<file path="src/rtl/disp_update_sched.sv">
// Round-robin arbiter that shares the 7-segment encoder write port between two
// requesters, splitting each 16-bit update into low/high byte writes with per-channel holdoff.
module disp_update_sched #(
    parameter int HOLD_CYCLES = 1000000,
    parameter int HOLD_W      = 20
) (
    input  logic        clk_d,
    input  logic        reset,
    input  logic        req0,
    input  logic [15:0] data0,
    input  logic        req1,
    input  logic [15:0] data1,
    output logic        ack0,
    output logic        ack1,
    output logic [7:0]  disp_out,
    output logic [7:0]  id_port,
    output logic        wr_reg,
    output logic        busy
);

    typedef enum logic [1:0] {IDLE, WR_LO, WR_HI, ACK} state_t;

    localparam logic [HOLD_W-1:0] HOLD_LOAD = HOLD_W'(HOLD_CYCLES);

    state_t            state, state_nx;
    logic              ch, ch_nx;
    logic              last, last_nx;
    logic [7:0]        hi_byte, hi_byte_nx;
    logic [HOLD_W-1:0] hold0, hold1, hold0_nx, hold1_nx;
    logic [7:0]        disp_nx, id_nx;
    logic              wr_nx, ack0_nx, ack1_nx;
    logic              elig0, elig1, grant;

    assign elig0 = req0 && (hold0 == '0);
    assign elig1 = req1 && (hold1 == '0);
    // Channel 1 wins when channel 0 is not eligible, or on a tie when channel 0 was served last.
    assign grant = elig1 && (!elig0 || !last);

    always_comb begin
        state_nx   = state;
        ch_nx      = ch;
        last_nx    = last;
        hi_byte_nx = hi_byte;
        disp_nx    = disp_out;
        id_nx      = id_port;
        wr_nx      = 1'b0;
        ack0_nx    = 1'b0;
        ack1_nx    = 1'b0;
        hold0_nx   = (hold0 != '0) ? hold0 - HOLD_W'(1) : hold0;
        hold1_nx   = (hold1 != '0) ? hold1 - HOLD_W'(1) : hold1;

        case (state)
            IDLE: begin
                if (elig0 || elig1) begin
                    state_nx   = WR_LO;
                    ch_nx      = grant;
                    hi_byte_nx = grant ? data1[15:8] : data0[15:8];
                    wr_nx      = 1'b1;
                    id_nx      = {6'b0, grant, 1'b0};
                    disp_nx    = grant ? data1[7:0] : data0[7:0];
                end
            end
            WR_LO: begin
                state_nx = WR_HI;
                wr_nx    = 1'b1;
                id_nx    = {6'b0, ch, 1'b1};
                disp_nx  = hi_byte;
            end
            WR_HI: begin
                // Holdoff starts in the same cycle the ack becomes visible.
                state_nx = ACK;
                last_nx  = ch;
                if (ch) begin
                    ack1_nx  = 1'b1;
                    hold1_nx = HOLD_LOAD;
                end else begin
                    ack0_nx  = 1'b1;
                    hold0_nx = HOLD_LOAD;
                end
            end
            ACK: begin
                state_nx = IDLE;
            end
            default: begin
                state_nx = IDLE;
            end
        endcase
    end

    always_ff @(posedge clk_d) begin
        if (reset) begin
            state    <= IDLE;
            ch       <= 1'b0;
            last     <= 1'b1;
            hi_byte  <= 8'h00;
            hold0    <= '0;
            hold1    <= '0;
            disp_out <= 8'h00;
            id_port  <= 8'h00;
            wr_reg   <= 1'b0;
            ack0     <= 1'b0;
            ack1     <= 1'b0;
            busy     <= 1'b0;
        end else begin
            state    <= state_nx;
            ch       <= ch_nx;
            last     <= last_nx;
            hi_byte  <= hi_byte_nx;
            hold0    <= hold0_nx;
            hold1    <= hold1_nx;
            disp_out <= disp_nx;
            id_port  <= id_nx;
            wr_reg   <= wr_nx;
            ack0     <= ack0_nx;
            ack1     <= ack1_nx;
            busy     <= (state_nx != IDLE);
        end
    end

endmodule

</file>
<file path="config.mk">
export PLATFORM = sky130hd
export DESIGN_NAME = disp_update_sched
export DESIGN_NICKNAME = d
export VERILOG_FILES = /design/src/rtl/disp_update_sched.sv
export SDC_FILE = /design/constraint.sdc
export NUM_CORES = 1
export LEC_CHECK = 0
export ABC_AREA = 1
export CAP_MARGIN = 5
export CORE_UTILIZATION = 58
export DETAILED_ROUTE_END_ITERATION = 8
export PLACE_DENSITY = 0.86
export SYNTH_ARGS = -nofsm -noshare
export SYNTH_HDL_FRONTEND = slang
export SYNTH_SLANG_ARGS = --single-unit
</file>
<file path="constraint.sdc">
create_clock -name clk_d -period 3 [get_ports clk_d]
set_clock_uncertainty 0.1 [all_clocks]
set_input_delay 0.3 -clock clk_d [delete_from_list [all_inputs] [get_ports clk_d]]
set_output_delay 0.3 -clock clk_d [all_outputs]
set_load 0.02 [all_outputs]
</file>
==> results.tsv <==
stage	metric	value	unit
sta	period_share	70.77	%
synth	synth_common_cells	118 x nand2_1, 84 x inv_1, 68 x nor2_1, 66 x dfxtp_1, 44 x nand3_1	
synth	avgSynthCellArea	6.722	µm²
cts	cts_tree	yes	
routing	routed_wl	8.295	mm
synth	synthArstFlopShare	0	%
sta	worst_pin_slew	509.8	ps
sta	relSlewSlack	65.93	%
synth	ys_warn_count	0	
die	core	6026	µm²
job	maxCapViolCount	0	
pwr	power.leakage	2.218	nW
sta	rsz0062_at_grt	no	
synth	yosysMostFrequentCell	nand2_1	
pwr	p_per_area	1145	nW/µm²
cts	root_buffer	clkbuf_8	
sta	final-setup-viol-count	0	
sta	tns	0	ps
synth	synth_area	3684	µm²
min_path	hp-class	register to register	
worst_setup_path	slowest_stage	dfxtp_1	
layout	synthToLayoutAreaGrowth	18.82	%
synth	synth_cell_types	38	
cts	cts_inserted_buffers	9	
layout	final-seq-area	1321	µm²
layout	reg_top3	hold0: 20 flops, hold1: 20 flops	
worst_setup_path	crit_required	3130	ps
synth	yosys_register_bits	66	
die	pin_count	56	
routing	ant_nets	0	
routing	vias	3516	
synth	ys_top_cells_by_area	dfxtp_1 36%, nand2_1 12%, inv_1 8.6%	
routing	drt-pass1-iter-count	4	
cts	clk_latency	350	ps
worst_setup_path	worst_setup_path_end_kind	register	
sta	finalHoldViolations	0	
die	die_area	6673	µm²
synth	yosysTopAreaCell	dfxtp_1	
synth	ys.flop_type	dfxtp_1	
global_routing	antenna_found_initial	0	
layout	n_antenna_cell	0	
die	fp.dieW	81.69	µm
placed_design	globalplace.congestion	0.8783	
pwr	ir_drop	0.7820	mV
status	outcome	finished, final reports clean	
cts	ctsResizeCount	0	
synth	seq_area_frac_synth	35.87	%
die	start_util	61.13	%
global_routing	grt_pass1_wl	14.03	mm
sta	max_freq	471.0	MHz
routing	vias_per_cell	5.209	
die	rows	28	
worst_setup_path	cp_max_fo	12	
synth	netlist.area_leader.share	35.87	%
global_routing	grt_max_degree	21	
layout	drive_gt1_share	7.000	%
routing	drt-initial-drc-count	169	
worst_setup_path	critPathLaunchType	register	
global_routing	grt_usage	27.42	%
cts	cts_setup_buffers	0	
cts	clock_sinks	66	
synth	synth_edf_count	0	
sta	drv_slew	0	
placed_design	hpwl	6.115	mm
global_routing	grt-ovfl-total	0	
layout	finalNetCount	638	
cts	clock_path_buffers	2	
die	dieHeight	81.69	µm
worst_setup_path	cp_cell_sequence	inv_1, ha_1, nand2_1, nor2_1, nand4_2, nand2_1, nand2_1, clkinv_1, o21ai_0, a21oi_1	
placed_design	io_buffers	49	
layout	multiInputGateArea	1931	µm²
global_routing	grt_pass1_vias	3404	
synth	netlist_instances	548	
cts	cts.htree.levels	3	
cts	clk_pin_slew	70	ps
worst_setup_path	crit_arrival	2250	ps
worst_setup_path	cpPeakStageDelay	350	ps
routing	drc	0	
routing	wl_per_cell	12.29	µm
worst_setup_path	crit_type	register to register	
pwr	total_power	5.012	mW
sta	fin_crit	2123	ps
layout	num-fill-cells	496	
worst_setup_path	critical_path.most_common_cell	nand2_1	
cts	cts_hold_buffers	0	
-- cell usage in the layout (no fill, tap or decap), types with 2 or more instances in the layout --
cell,synthesis,final
a21oi_1,38,38
nand3b_1,8,8
nor2_4,3,3
o21ai_0,22,22
a21oi_2,2,2
nor2_2,7,7
xnor2_1,6,6
clkdlybuf4s50_1,0,49
or2_2,2,2
clkbuf_8,0,11
nor3_1,11,11
clkbuf_1,6,3
nand4_1,8,8
nand3_1,44,44
inv_1,84,84
dfxtp_1,66,66
nor2_1,68,68
nand2_1,118,118
xor2_1,14,14
clkinv_2,1,2
nand2_2,4,4
buf_4,6,2
nand3_2,2,2
conb_1,1,6
nand2_4,2,2
ha_1,7,7
-- worst paths after layout --
path | from | end | slack [ps] | depth (start not counted)
setup / recovery | hold1[0]$_SDFF_PP0_ | ch$_SDFFE_PP0P_ | 880 | 10
hold reg to reg | hold1[0]$_SDFF_PP0_ | hold1[0]$_SDFF_PP0_ | 360 | 1
setup reg to reg | hold1[0]$_SDFF_PP0_ | ch$_SDFFE_PP0P_ | 880 | 10
hold / removal | hold1[0]$_SDFF_PP0_ | hold1[0]$_SDFF_PP0_ | 360 | 1
-- worst max-delay path, delay by kind of cell, from the launching register on --
kind,cells,cell delay (ps)
AND/OR/NAND/NOR,5,600
buffers and inverters,2,430
flip-flops,1,350
AO/OA/AOI/OAI,2,310
adder cells (fa/ha/maj),1,220
-- cell type report --
type / count / area share (%)
multi-input combinational: 380 / 44.11
tap: 75 / 2.144
inverter: 87 / 7.490
sequential: 66 / 30.19
clock inverter: 2 / 0.8005
timing repair buffer: 51 / 11.55
clock buffer: 14 / 3.716
-- per-layer routing --
metal	vias up	GRT usage (%)	wire length (µm)
met5	-	0	0
met4	0	14.39	186
met3	19	3.778	354
met2	87	47.42	4137
met1	1609	32.92	3617
li1	1801	-	-
-- metrics by stage --
stage | instance area, µm² | util [%] | instances | hold WS [ps] | worst slack [ps]
floorplan | 3702 | - | 553 | 321.8 | 1298
global placement | 4179 | 69.35 | 659 | 333.1 | 929.5
detailed placement | 4179 | 69.35 | 659 | 348.7 | 804.2
CTS | 4377 | 72.63 | 675 | 357.7 | 889.2
global route | 4377 | 72.63 | 675 | 391.7 | 705.4
finish | 4377 | 72.63 | 675 | 364.6 | 877.0
-- where the power goes --
| group | switching [mW] | total (mW) | internal (mW) |
|---|---|---|---|
| registers | 0.273 | 1.50 | 1.23 |
| logic | 1.72 | 2.75 | 1.03 |
| clock network | 0.333 | 0.763 | 0.429 |
-- kinds of logic (layout without fill, tap and decap cells) --
logic type | count (synthesis) | count (layout) | synth area share, %
AO/OA/AOI/OAI | 66 | 66 | 9.443
AND/OR/NAND/NOR | 281 | 281 | 35.22
adder cells (fa/ha/maj) | 7 | 7 | 2.378
buffers and inverters | 107 | 154 | 12.23
XOR/XNOR | 20 | 20 | 4.755
other | 1 | 6 | 0.1018
flip-flops | 66 | 66 | 35.87
(Power assumes the default switching activity.)
